`config.mk`:
```
export PLATFORM = sky130hd
export DESIGN_NAME = lemming_world_flat
export DESIGN_NICKNAME = d
export VERILOG_FILES = /design/src/rtl/lemming_if.sv /design/src/rtl/lemming_world.sv /design/src/flat_wrapper.sv
export SDC_FILE = /design/constraint.sdc
export NUM_CORES = 1
export LEC_CHECK = 0
export BUFFER_PORTS_ARGS = -buffer_cell sky130_fd_sc_hd__buf_2
export CORE_ASPECT_RATIO = 1.75
export CORE_MARGIN = 4
export CORE_UTILIZATION = 45
export DETAILED_ROUTE_END_ITERATION = 7
export PLACE_DENSITY_LB_ADDON = 0.3
export SETUP_SLACK_MARGIN = 0.02
export SLEW_MARGIN = 10
export SYNTH_ARGS = -nofsm -noshare
export SYNTH_HDL_FRONTEND = slang
export SYNTH_SLANG_ARGS = --single-unit
```
`constraint.sdc`:
```
create_clock -name clk -period 3.3 [get_ports clk]
set_clock_uncertainty 0.1 [all_clocks]
set_input_delay 0.66 -clock clk [delete_from_list [all_inputs] [get_ports clk]]
set_output_delay 0.66 -clock clk [all_outputs]
set_load 0.05 [all_outputs]
```
`src/rtl/lemming_if.sv`:
```
// Walker <-> world link: the walker's Moore state and dig command in one direction,
// and terrain sensing plus the registered dig command in the other.
interface lemming_if;
    logic walk_left;
    logic walk_right;
    logic aaah;
    logic digging;
    logic dig_req;
    logic ground;
    logic bump_left;
    logic bump_right;
    logic dig;

    modport master (
        output walk_left, walk_right, aaah, digging, dig_req,
        input  ground, bump_left, bump_right, dig
    );
    modport slave (
        input  walk_left, walk_right, aaah, digging, dig_req,
        output ground, bump_left, bump_right, dig
    );
endinterface

```
`src/rtl/lemming_world.sv`:
```
// Closed-loop terrain model for the lemming walker: tracks column, level and a
// destructible ground map, and senses ground/bumps back to the walker.
module lemming_world #(
    parameter int                     COLS         = 16,
    parameter int                     LEVELS       = 4,
    parameter logic [COLS*LEVELS-1:0] INIT_MAP     = '1,
    parameter int                     START_COL    = 4,
    parameter int                     FALL_CYCLES  = 2,
    parameter int                     DIG_CYCLES   = 3,
    parameter int                     SPLAT_LEVELS = 2
) (
    input  logic                      clk,
    input  logic                      resetn,
    lemming_if.slave                  wk,
    output logic [$clog2(COLS)-1:0]   pos,
    output logic [$clog2(LEVELS)-1:0] level,
    output logic                      splat,
    output logic                      proto_err
);
    localparam int PW = $clog2(COLS);
    localparam int LW = $clog2(LEVELS);
    localparam int IW = $clog2(COLS*LEVELS);
    localparam int FW = $clog2(FALL_CYCLES+1);
    localparam int DW = $clog2(DIG_CYCLES+1);
    localparam int NW = $clog2(LEVELS+1);

    localparam logic [PW-1:0] LAST_COL  = PW'(COLS-1);
    localparam logic [LW-1:0] FLOOR     = LW'(LEVELS-1);
    localparam logic [FW-1:0] FALL_LAST = FW'(FALL_CYCLES-1);
    localparam logic [DW-1:0] DIG_LAST  = DW'(DIG_CYCLES-1);
    localparam logic [NW-1:0] SPLAT_MIN = NW'(SPLAT_LEVELS);

    logic [COLS*LEVELS-1:0] map;
    logic [FW-1:0]          fall_tmr;
    logic [DW-1:0]          dig_tmr;
    logic [NW-1:0]          fall_lvls;
    logic                   dig_q;
    logic [IW-1:0]          idx;
    logic                   at_floor;
    logic                   ground;
    logic                   legal;

    // Outputs depend only on registered state and the walker's Moore outputs.
    assign idx      = IW'(level) * IW'(COLS) + IW'(pos);
    assign at_floor = (level == FLOOR);
    assign ground   = at_floor | map[idx];
    assign legal    = $onehot({wk.walk_left, wk.walk_right, wk.aaah, wk.digging});

    assign wk.ground     = ground;
    assign wk.bump_left  = wk.walk_left  & (pos == '0);
    assign wk.bump_right = wk.walk_right & (pos == LAST_COL);
    assign wk.dig        = dig_q;

    always_ff @(posedge clk) begin
        if (!resetn) begin
            pos       <= PW'(START_COL);
            level     <= '0;
            map       <= INIT_MAP;
            fall_tmr  <= '0;
            dig_tmr   <= '0;
            fall_lvls <= '0;
            splat     <= 1'b0;
            proto_err <= 1'b0;
            dig_q     <= 1'b0;
        end else begin
            // The dig command passes through even after a fatal landing.
            dig_q <= wk.dig_req;

            if (!splat) begin
                if (!legal) begin
                    proto_err <= 1'b1;
                end else begin
                    if (wk.walk_left && ground && pos != '0)
                        pos <= pos - 1'b1;
                    else if (wk.walk_right && ground && pos != LAST_COL)
                        pos <= pos + 1'b1;

                    if (wk.aaah) begin
                        if (!ground) begin
                            if (fall_tmr == FALL_LAST) begin
                                fall_tmr <= '0;
                                if (level != FLOOR)    level     <= level + 1'b1;
                                if (fall_lvls != '1)   fall_lvls <= fall_lvls + 1'b1;
                            end else begin
                                fall_tmr <= fall_tmr + 1'b1;
                            end
                        end else begin
                            if (fall_lvls >= SPLAT_MIN) splat <= 1'b1;
                            fall_lvls <= '0;
                            fall_tmr  <= '0;
                        end
                    end else begin
                        fall_lvls <= '0;
                        fall_tmr  <= '0;
                    end

                    // The floor cannot be dug: the timer parks at its last value.
                    if (wk.digging && ground) begin
                        if (dig_tmr == DIG_LAST) begin
                            if (!at_floor) begin
                                map[idx] <= 1'b0;
                                dig_tmr  <= '0;
                            end
                        end else begin
                            dig_tmr <= dig_tmr + 1'b1;
                        end
                    end else begin
                        dig_tmr <= '0;
                    end
                end
            end
        end
    end
endmodule

```
`src/flat_wrapper.sv`:
```
// flat-port wrapper written by rule: the top's interface ports become plain ports
module lemming_world_flat 
#(
    parameter int                     COLS         = 16,
    parameter int                     LEVELS       = 4,
    parameter logic [COLS*LEVELS-1:0] INIT_MAP     = '1,
    parameter int                     START_COL    = 4,
    parameter int                     FALL_CYCLES  = 2,
    parameter int                     DIG_CYCLES   = 3,
    parameter int                     SPLAT_LEVELS = 2
)
  (clk, resetn, pos, level, splat, proto_err, wk_walk_left, wk_walk_right, wk_aaah, wk_digging, wk_dig_req, wk_ground, wk_bump_left, wk_bump_right, wk_dig);
  lemming_if wk_i ();
  input  logic clk;
  input  logic resetn;
  output logic [$clog2(COLS)-1:0] pos;
  output logic [$clog2(LEVELS)-1:0] level;
  output logic splat;
  output logic proto_err;
  input wire logic [$bits(wk_i.walk_left)-1:0] wk_walk_left;
  input wire logic [$bits(wk_i.walk_right)-1:0] wk_walk_right;
  input wire logic [$bits(wk_i.aaah)-1:0] wk_aaah;
  input wire logic [$bits(wk_i.digging)-1:0] wk_digging;
  input wire logic [$bits(wk_i.dig_req)-1:0] wk_dig_req;
  output wire logic [$bits(wk_i.ground)-1:0] wk_ground;
  output wire logic [$bits(wk_i.bump_left)-1:0] wk_bump_left;
  output wire logic [$bits(wk_i.bump_right)-1:0] wk_bump_right;
  output wire logic [$bits(wk_i.dig)-1:0] wk_dig;
  assign wk_i.walk_left = wk_walk_left;
  assign wk_i.walk_right = wk_walk_right;
  assign wk_i.aaah = wk_aaah;
  assign wk_i.digging = wk_digging;
  assign wk_i.dig_req = wk_dig_req;
  assign wk_ground = wk_i.ground;
  assign wk_bump_left = wk_i.bump_left;
  assign wk_bump_right = wk_i.bump_right;
  assign wk_dig = wk_i.dig;
  lemming_world #(.COLS(COLS), .LEVELS(LEVELS), .INIT_MAP(INIT_MAP), .START_COL(START_COL), .FALL_CYCLES(FALL_CYCLES), .DIG_CYCLES(DIG_CYCLES), .SPLAT_LEVELS(SPLAT_LEVELS)) u_core (.clk(clk), .resetn(resetn), .wk(wk_i), .pos(pos), .level(level), .splat(splat), .proto_err(proto_err));
endmodule
```
==> impl_metrics.csv, run 1 <==
group,metric,value,unit
global_routing,grt_pass1_wl,14600,um
sta,setup_viol,0,
critical_path,arrival,2.46,ns
floorplanning,die_x,77.6,um
routing,dr_total_vias,3121,
synthesis,yosys.area.top_type,"dfxtp_1",
synthesis,synth_area_per_cell,9.49,um^2
sta,slew_viol_final,0,
finish,drive_gt1_share,21.0,%
sta,finalSetupTns,0,ns
synthesis,synthTopCellsByArea,"dfxtp_1 42%, o41ai_1 7.3%, nand2_1 6.4%",
floorplanning,die_h,130,um
synthesis,synth_cell_types,58,
routing,drt_wl_total,9220,um
clocking,cts_tree,"built",
place,place_congestion,0.791,
clocking,clock_latency,0.34,ns
clocking,ctsHtreeMaxLevel,3,
flow_run,maxCapViolCount,0,
synthesis,synth_warnings,0,
synthesis,syn-cell-area,0.00381,mm^2
finish,fillers,750,
critical_path,endpoint_kind,"primary output",
floorplanning,core,0.00831,mm^2
global_routing,first_global_vias,2978,
synthesis,async_flop_share,0,%
synthesis,syn_inst,402,
floorplanning,placementRows,44,
floorplanning,start_util,45.9,%
sta,slew_headroom,62.0,%
min_path,hold_class,"flip-flop to flip-flop",
global_routing,grt_max_degree,49,
sta,tightest_slew,0.569,ns
clocking,cts-buffers-inserted,9,
clocking,cts_buffer_depth,2,
floorplanning,dieArea,0.0101,mm^2
place,dp_hpwl,6280,um
place,io_buffers,18,
finish,fin_nets,442,
sta,hold_violations,0,
sta,period_share,97.6,%
global_routing,antenna_found_initial,0,
outcome,status,"complete, no violations",
routing,drt.antenna.violating_nets,0,
clocking,path_clk_slew,0.06,ns
routing,wl_per_cell,17.0,um
clocking,clock_sinks,80,
synthesis,synth_edf_count,0,
routing,dr.pass1.iters,5,
finish,area_growth,17.3,%
clocking,ctsHoldBuffers,0,
routing,drtIter0Drc,218,
finish,n_antenna_cell,0,
global_routing,grt_usage,18.5,%
floorplanning,io_pins,19,
pwr,p_per_area,586,mW/mm^2
critical_path,crit_type,"flip-flop to primary output",
sta,fin_crit,3.22,ns
sta,max_freq,311,MHz
critical_path,crit_fanout,8,
pwr,p_leak,1.63,nW
synthesis,synth_top_area_share,42.0,%
pwr,vdd_drop_max,0.264,mV
global_routing,gr-total-overflow,0,
finish,final_util,53.9,%
routing,vias_per_cell,5.75,
clocking,cts-root-buf,"clkbuf_16",
critical_path,critPathLaunchType,"flip-flop",
synthesis,syn_nets,421,
synthesis,synth-seq-cells,80,
synthesis,synthFlopType,"dfxtp_1",
synthesis,synth-seq-area-share,42.0,%
routing,remaining_drc_errors,0,
critical_path,required,2.54,ns
[layer usage]
metal	vias to the layer above	wire length [um]	GRT usage (%)
met5	-	0	0
met4	0	366	11.1
met3	21	258	3.11
met2	65	4990	33.9
met1	1523	3600	19.6
li1	1512	-	-
[through the flow]
stage / worst slack (ns) / hold WS [ns] / instances / power (mW) / cell area [um^2]
global placement: -0.0149 / 0.317 / 521 / 1.49 / 4050
finish: 0.0800 / 0.330 / 543 / 2.62 / 4480
detailed placement: -0.0358 / 0.318 / 521 / 1.49 / 4050
CTS: 0.0523 / 0.338 / 537 / 2.62 / 4410
global route: -0.0331 / 0.361 / 543 / 2.71 / 4480
floorplan: 0.107 / 0.302 / 402 / 1.36 / 3820
[layout by cell type, fill, tap and decap left out, types with 6 or more instances in the layout]
| master | Yosys | layout |
|---|---|---|
| a21oi_1 | 10 | 10 |
| buf_2 | 6 | 18 |
| buf_4 | 4 | 26 |
| clkbuf_16 | 0 | 9 |
| dfxtp_1 | 80 | 78 |
| ha_1 | 11 | 11 |
| inv_1 | 8 | 8 |
| mux2i_1 | 15 | 14 |
| nand2_1 | 65 | 65 |
| nand2b_1 | 21 | 21 |
| nand3_1 | 6 | 6 |
| nor2_1 | 14 | 14 |
| o21ai_0 | 8 | 8 |
| o31ai_1 | 16 | 16 |
| o41ai_1 | 32 | 32 |
[final cells by class]
class                           instances  area (um^2)  area share, %
Sequential cell                        80         1610           35.9
Clock inverter                          4         75.1           1.68
Multi-Input combinational cell        276         2010           44.8
Clock buffer                           12          267           5.95
Timing Repair Buffer                   47          340           7.60
Tap cell                              115          144           3.21
Inverter                                9         36.3          0.811
[repair_timing]
action                     4_1_cts  5_1_grt
pin swaps                        0        2
cloned                           0        0
resized for setup                3        6
setup endpoints to repair        2        2
setup buffers                    0        6
[worst max-delay path, stage by stage, from the launching register on]
cell and delay [ns]:
dfxtp_4 0.44, buf_8 0.17, mux4_1 0.59, a211oi_2 0.32, o21ai_2 0.14, nand2_4 0.07
buf_4 0.15, inv_4 0.04, buf_2 0.20
[path summary, 6_finish.rpt]
| path | startpoint | end | slack, ns | cells past startpoint |
|---|---|---|---|---|
| worst max register to register | u_core.pos[1]$_SDFFE_PN0P_ | u_core.pos[2]$_SDFFE_PN1P_ | 0.19 | 12 |
| worst min-delay path | u_core.map[56]$_SDFFE_PN1P_ | u_core.map[56]$_SDFFE_PN1P_ | 0.33 | 1 |
| worst min register to register | u_core.map[56]$_SDFFE_PN1P_ | u_core.map[56]$_SDFFE_PN1P_ | 0.33 | 1 |
| worst max-delay path | u_core.pos[1]$_SDFFE_PN0P_ | wk_ground | 0.08 | 8 |
[cells in the mapped netlist, drive strengths merged (2+ instances only)]
master	n
dfxtp	80
nand2	66
o41ai	32
clkbuf	21
nand2b	21
buf	16
o31ai	16
mux2i	15
nor2	14
ha	11
o21ai	11
a21oi	10
inv	9
mux4	7
nand3	7
nor2b	6
mux2	5
nand3b	5
nor3b	4
or2	4
and2	3
nand4	3
nor4	3
or3	3
a211o	2
a211oi	2
a221oi	2
a31oi	2
and3	2
nor3	2
o22ai	2
o32ai	2
[power breakdown]
part / internal (mW) / total, mW / switching [mW] / leakage (nW)
clock: 0.724 / 1.11 / 0.387 / 0.161
combinational: 0.193 / 0.510 / 0.316 / 0.817
sequential: 0.978 / 1.00 / 0.0233 / 0.650
total: 1.90 / 2.62 / 0.727 / 1.63
[state kept, by name (all words and copies together), names as in the netlist]
signal and flops:
u_core.fall_lvls 3, u_core.level 2, u_core.map 64, u_core.fall_tmr 2, u_core.proto_err 1, u_core.pos 4, u_core.wk.dig 1, u_core.dig_tmr 2
u_core.splat 1
[kinds of logic after synthesis]
kind of cell | synth area share (%)
xor gates and xnor gates | 0.230
AOI/OAI and AO/OA | 17.9
muxes | 9.94
and+or+nand+nor | 19.7
buffers and inverters | 6.07
adders and majority gates | 4.13
DFF | 42.0
No activity file was read; power rests on OpenSTA's default activity.
==> run 2, diff against run 1 <==
--- a/config.mk
+++ b/config.mk
@@ -5,7 +5,7 @@
 export SDC_FILE = /design/constraint.sdc
 export NUM_CORES = 1
 export LEC_CHECK = 0
-export BUFFER_PORTS_ARGS = -buffer_cell sky130_fd_sc_hd__buf_2
+export BUFFER_PORTS_ARGS = -buffer_cell sky130_fd_sc_hd__clkbuf_2
 export CORE_ASPECT_RATIO = 1.75
 export CORE_MARGIN = 4
 export CORE_UTILIZATION = 45
==> run 2 against run 1 <==
- core utilization shrank 0.98 points
- first-iteration DRC count shrank 11%
- critical path depth grew 1
- power shrank 5.9%
- critical path type unchanged
- largest cell class unchanged
- highest routed layer unchanged
==> impl_metrics.csv, run 2 (synthesized netlist as in run 1, its figures left out) <==
group,metric,value,unit
place,place_congestion,0.796,
sta,finalSetupTns,0,ns
finish,largest_reg_flops,64,
critical_path,slowest_delay,0.45,ns
clocking,cts_buffer_depth,2,
pwr,p_int,1.75,mW
global_routing,grt_pass1_wl,14900,um
outcome,status,"complete, no violations",
critical_path,ff2ff_setup_slack,0.23,ns
critical_path,required,2.54,ns
pwr,p_leak,1.58,nW
critical_path,worstSetupStartpoint,"u_core.pos[0]$_SDFFE_PN0P_",
min_path,hold_start,"u_core.fall_tmr[1]$_SDFFE_PN0P_",
finish,fin_nets,437,
clocking,path_clk_slew,0.06,ns
clocking,clock_sinks,80,
critical_path,reg2reg_from,"u_core.pos[0]$_SDFFE_PN0P_",
critical_path,critPathTopFamily,"compound AO/OA/AOI/OAI gates",
sta,hold_slack,0.335,ns
critical_path,path_cells,"mux2_4, a21oi_1, o2111ai_1, a211o_1, a22o_4, nand2_4, buf_4, inv_4, buf_4",
floorplanning,die_h,130,um
floorplanning,start_util,45.9,%
critical_path,endpoint_kind,"primary output",
pwr,switchingPower,721,uW
global_routing,first_global_vias,3060,
floorplanning,dieArea,0.0101,mm^2
pwr,power_frac_seq,40.7,%
sta,max_freq,314,MHz
global_routing,antenna_found_initial,0,
floorplanning,core,0.00831,mm^2
finish,reg_top3,"u_core.map: 64 flops, u_core.pos: 4 flops, u_core.fall_lvls: 3 flops",
critical_path,critPathLaunchType,"flip-flop",
sta,period_share,96.5,%
pwr,swShare,29.2,%
critical_path,crit_type,"flip-flop to primary output",
finish,top_register,"u_core.map",
pwr,p_per_area,561,mW/mm^2
routing,dr_total_vias,3064,
sta,slew_viol_final,0,
global_routing,gr-total-overflow,0,
place,dpl_cell_area,0.00404,mm^2
routing,wl_per_cell,16.4,um
routing,dr.pass1.iters,5,
critical_path,cp_common_cell,"buf_4",
min_path,hold_class,"flip-flop to flip-flop",
clocking,ctsHoldBuffers,0,
critical_path,cp_num_buf_inv,3,
routing,drtIter0Drc,193,
finish,drive_gt1_share,19.9,%
critical_path,arrival,2.43,ns
clocking,clock_latency,0.34,ns
routing,vias_per_cell,5.70,
pwr,vdd_drop_max,0.276,mV
critical_path,r2r_cells,13,
global_routing,grt_usage,18.8,%
clocking,cts-root-buf,"clkbuf_16",
floorplanning,io_pins,19,
critical_path,slowest_stage,"dfxtp_4",
floorplanning,die_x,77.6,um
pwr,power_frac_clock,39.5,%
clocking,ctsHtreeMaxLevel,3,
finish,mostFrequentLayoutCells,"77 x dfxtp_1, 65 x nand2_1, 32 x o41ai_1, 22 x buf_4, 21 x nand2b_1",
clocking,cts_tree,"built",
routing,remaining_drc_errors,0,
critical_path,cp-endpoint,"wk_ground",
place,io_buffers,18,
floorplanning,placementRows,44,
critical_path,cp.depth,9,
global_routing,grt_max_degree,50,
sta,tightest_slew,0.544,ns
finish,n_antenna_cell,0,
clocking,cts-buffers-inserted,9,
routing,drt.antenna.violating_nets,0,
sta,fin_crit,3.19,ns
routing,drt_wl_total,8840,um
finish,area_growth,15.2,%
place,dp_hpwl,6280,um
sta,rsz0062_at_grt,"true",
flow_run,maxCapViolCount,0,
sta,hold_violations,0,
sta,slew_headroom,63.6,%
sta,setup_viol,0,
finish,fin_area,0.00440,mm^2
finish,final_common_cell,"dfxtp_1",
critical_path,rr_endpoint,"u_core.pos[2]$_SDFFE_PN1P_",
pwr,pwr-share-comb,19.8,%
critical_path,crit_fanout,12,
[run 2: changes by cell type in the layout (fill, tap and decap cells not counted), moves of 2 or more]
cell      before  now
clkbuf_2       0   17
clkinv_2       0    2
o21ai_0        8    5
clkinv_4       0    2
buf_2         18    0
buf_4         26   22
clkbuf_8       3    0
o21ai_1        2    5
[run 2: per-stage QoR]
stage / util (%) / setup slack [ns] / std cells / power (mW)
after floorplan: - / 0.107 / 402 / 1.36
after global placement: 48.6 / 0.0655 / 519 / 1.48
after detailed placement: 48.6 / -0.0155 / 519 / 1.49
after CTS: 52.6 / 0.0342 / 537 / 2.48
after global routing: 52.9 / 0.0135 / 538 / 2.57
final: 52.9 / 0.115 / 538 / 2.47
[run 2: routing by layer]
layer / up-vias / track usage [%] / share of wire (%)
met4: 0 / 10.8 / 3.8
met5: - / 0 / 0
met3: 22 / 3.87 / 3.0
met2: 65 / 34.1 / 54
met1: 1478 / 20.0 / 39
li1: 1499 / - / -
[run 2: final cells by class]
| type | count | area, um^2 |
|---|---|---|
| tap | 115 | 144 |
| fill | 776 | 3920 |
| inverter | 9 | 36.3 |
| sequential | 80 | 1610 |
| multi-input combinational | 276 | 2000 |
| timing repair buffer | 42 | 310 |
| clock inverter | 7 | 72.6 |
| clock buffer | 9 | 225 |
[run 2: worst min-delay path by stage]
stage / end / slack [ns] / cells past startpoint
floorplan: u_core.map[48]$_SDFFE_PN1P_ / 0.30 / 1
global placement: u_core.map[52]$_SDFFE_PN1P_ / 0.31 / 1
detailed placement: u_core.map[52]$_SDFFE_PN1P_ / 0.32 / 1
CTS: u_core.map[48]$_SDFFE_PN1P_ / 0.34 / 1
global route: u_core.map[48]$_SDFFE_PN1P_ / 0.36 / 1
finish: u_core.fall_tmr[1]$_SDFFE_PN0P_ / 0.33 / 2
[run 2: power by group through the flow]
stage	clock (mW)	sequential (mW)	combinational [mW]
floorplan	0	1.04	0.326
global placement	0	1.03	0.453
detailed placement	0	1.03	0.459
CTS	0.997	1.00	0.478
global route	1.04	1.01	0.525
finish	0.975	1.00	0.488
[run 2: what timing repair did]
action	CTS	global route
setup buffers	2	1
gates resized for setup	3	9
setup endpoints to repair	2	2
pin swaps	0	3
[run 2: worst reg2reg max path: cells and delay by family (launching register included)]
kind                     cells  cell delay [ns]
adder cells (fa/ha/maj)      1             0.21
flip-flops                   1             0.45
AND/OR/NAND/NOR              5             0.72
AO/OA/AOI/OAI                5             0.92
multiplexers                 2             0.59
==> run 3, diff against run 2 <==
==> constraint.sdc (replaced) <==
create_clock -name clk -period 3.3 [get_ports clk]
set_clock_uncertainty 0.1 [all_clocks]
set_input_delay 0.66 -clock clk [delete_from_list [all_inputs] [get_ports clk]]
set_output_delay 0.66 -clock clk [all_outputs]
set_load 0.02 [all_outputs]
==> run 3 against run 2 <==
- wire length rose by 0.81%
- core utilization grew 0.36 points
- power grew 2.9%
- design area grew 0.68%
- clock-buffer cell count is 3 higher
- first-iteration DRC count decreased by 12%
- non-clock buffer count fell by 1
- sequential power is essentially flat
- global-route usage increased by 0.061 points
- via count is 0.23% lower
- sequential cell count unchanged
- setup slack got worse by 0.021 ns
- largest cell class unchanged
- largest power group is now clock
==> impl_metrics.csv, run 3 (synthesized netlist as in run 1, its figures left out) <==
group,metric,value,unit
pwr,power,2.54,mW
critical_path,slowest_stage,"dfxtp_4",
global_routing,grt_usage,18.9,%
global_routing,antenna_found_initial,0,
clocking,clock_latency,0.34,ns
routing,dr.pass1.iters,5,
global_routing,first_global_vias,3058,
routing,drt_wl_total,8910,um
clocking,path_clk_slew,0.06,ns
min_path,hold_class,"flip-flop to flip-flop",
place,place_congestion,0.823,
sta,fin_crit,3.21,ns
finish,top_register,"u_core.map",
clocking,post-cts-setup-buffer-count,0,
critical_path,critPathLaunchType,"flip-flop",
outcome,status,"complete, no violations",
sta,max_freq,312,MHz
finish,largest_reg_flops,64,
sta,slew_headroom,57.9,%
sta,fin_ws,0.0937,ns
finish,n_antenna_cell,0,
floorplanning,die_h,130,um
critical_path,critPathTopFamily,"compound AO/OA/AOI/OAI gates",
floorplanning,die_x,77.6,um
floorplanning,placementRows,44,
clocking,cts_buffer_depth,2,
finish,mostFrequentLayoutCells,"78 x dfxtp_1, 65 x nand2_1, 32 x o41ai_1, 21 x nand2b_1, 19 x buf_4",
finish,area_growth,16.0,%
place,dp_cells,521,
routing,drt.antenna.violating_nets,0,
flow_run,maxCapViolCount,0,
clocking,cts_tree,"built",
routing,wl_per_cell,16.6,um
global_routing,grt_pass1_wl,14800,um
place,dp_hpwl,6080,um
clocking,cts-buffers-inserted,9,
clocking,ctsHoldBuffers,0,
sta,hold_slack,0.330,ns
finish,final_common_cell,"dfxtp_1",
pwr,p_leak,1.60,nW
finish,fin_cells,536,
routing,vias_per_cell,5.70,
finish,reg_top3,"u_core.map: 64 flops, u_core.pos: 4 flops, u_core.fall_lvls: 3 flops",
routing,remaining_drc_errors,0,
finish,drive_gt1_share,19.5,%
floorplanning,start_util,45.9,%
floorplanning,io_pins,19,
routing,dr_total_vias,3057,
place,place_ws,0.00177,ns
clocking,clock_sinks,80,
clocking,ctsHtreeMaxLevel,3,
floorplanning,dieArea,0.0101,mm^2
floorplanning,core,0.00831,mm^2
sta,tightest_slew,0.632,ns
critical_path,path_cells,"buf_4, mux2i_1, a211o_1, o2111ai_1, a211o_1, a22o_4, nand2_4, buf_4, inv_4, clkbuf_2",
critical_path,cp_num_buf_inv,4,
place,io_buffers,18,
critical_path,crit_fanout,7,
sta,setup_viol,0,
finish,fin_nets,436,
global_routing,gr-total-overflow,0,
routing,drtIter0Drc,169,
sta,slew_viol_final,0,
pwr,p_per_area,574,mW/mm^2
global_routing,grt_max_degree,49,
critical_path,required,2.54,ns
critical_path,crit_type,"flip-flop to primary output",
critical_path,slowest_delay,0.39,ns
sta,period_share,97.2,%
clocking,cts-root-buf,"clkbuf_16",
sta,rsz0062_at_grt,"false",
pwr,vdd_drop_max,0.463,mV
sta,hold_violations,0,
critical_path,arrival,2.45,ns
critical_path,endpoint_kind,"primary output",
sta,finalSetupTns,0,ns
## run 3: cell types whose count changed in the layout (fill, tap and decap cells not counted), sizes merged
cell / previous run / this run
clkinvlp: 2 / 0
bufinv: 1 / 2
clkinv: 4 / 1
buf: 25 / 23
clkbuf: 26 / 30
## run 3: timing repair
action,in CTS,in global routing
gates cloned,0,0
pin swaps,0,1
setup endpoints to repair,2,2
gates resized for setup,3,6
## run 3: stage by stage
step / utilization, % / cell area, um^2
finish: 53.2 / 4430
global route: 53.2 / 4430
CTS: 53.0 / 4410
detailed placement: 49.0 / 4080
floorplan: - / 3810
global placement: 49.0 / 4080
## run 3: worst paths after layout
path,start,depth (start not counted),endpoint,slack [ns]
worst max-delay path,u_core.pos[0]$_SDFFE_PN0P_,10,wk_ground,0.09
worst min-delay path,u_core.fall_tmr[1]$_SDFFE_PN0P_,2,u_core.fall_tmr[1]$_SDFFE_PN0P_,0.33
worst max register to register,u_core.pos[0]$_SDFFE_PN0P_,14,u_core.pos[2]$_SDFFE_PN1P_,0.15
worst min register to register,u_core.fall_tmr[1]$_SDFFE_PN0P_,2,u_core.fall_tmr[1]$_SDFFE_PN0P_,0.33
## run 3: area by class of cell
| type | count | area (um^2) |
|---|---|---|
| Clock inverter | 3 | 65.1 |
| Timing Repair Buffer | 41 | 313 |
| Tap cell | 115 | 144 |
| Fill cell | 745 | 3890 |
| Multi-Input combinational cell | 276 | 2000 |
| Sequential cell | 80 | 1610 |
| Clock buffer | 12 | 256 |
| Inverter | 9 | 36.3 |
## run 3: metal layers
layer / track usage (%) / wire (um) / vias to the layer above
li1: - / - / 1502
met1: 20.7 / 3590 / 1451
met2: 32.7 / 4600 / 74
met3: 3.38 / 300 / 30
met4: 13.2 / 426 / 0
met5: 0 / 0 / -
## run 3: tightest hold or removal path, delay by kind of cell, from the launching register on
family           cells  cell delay [ns]
DFF                  1             0.31
and+or+nand+nor      2             0.08
## run 3: where the power goes
group          switching [mW]  internal [mW]
combinational           0.287          0.187
sequential             0.0134          0.978
clock                   0.377          0.698
total                   0.677           1.86
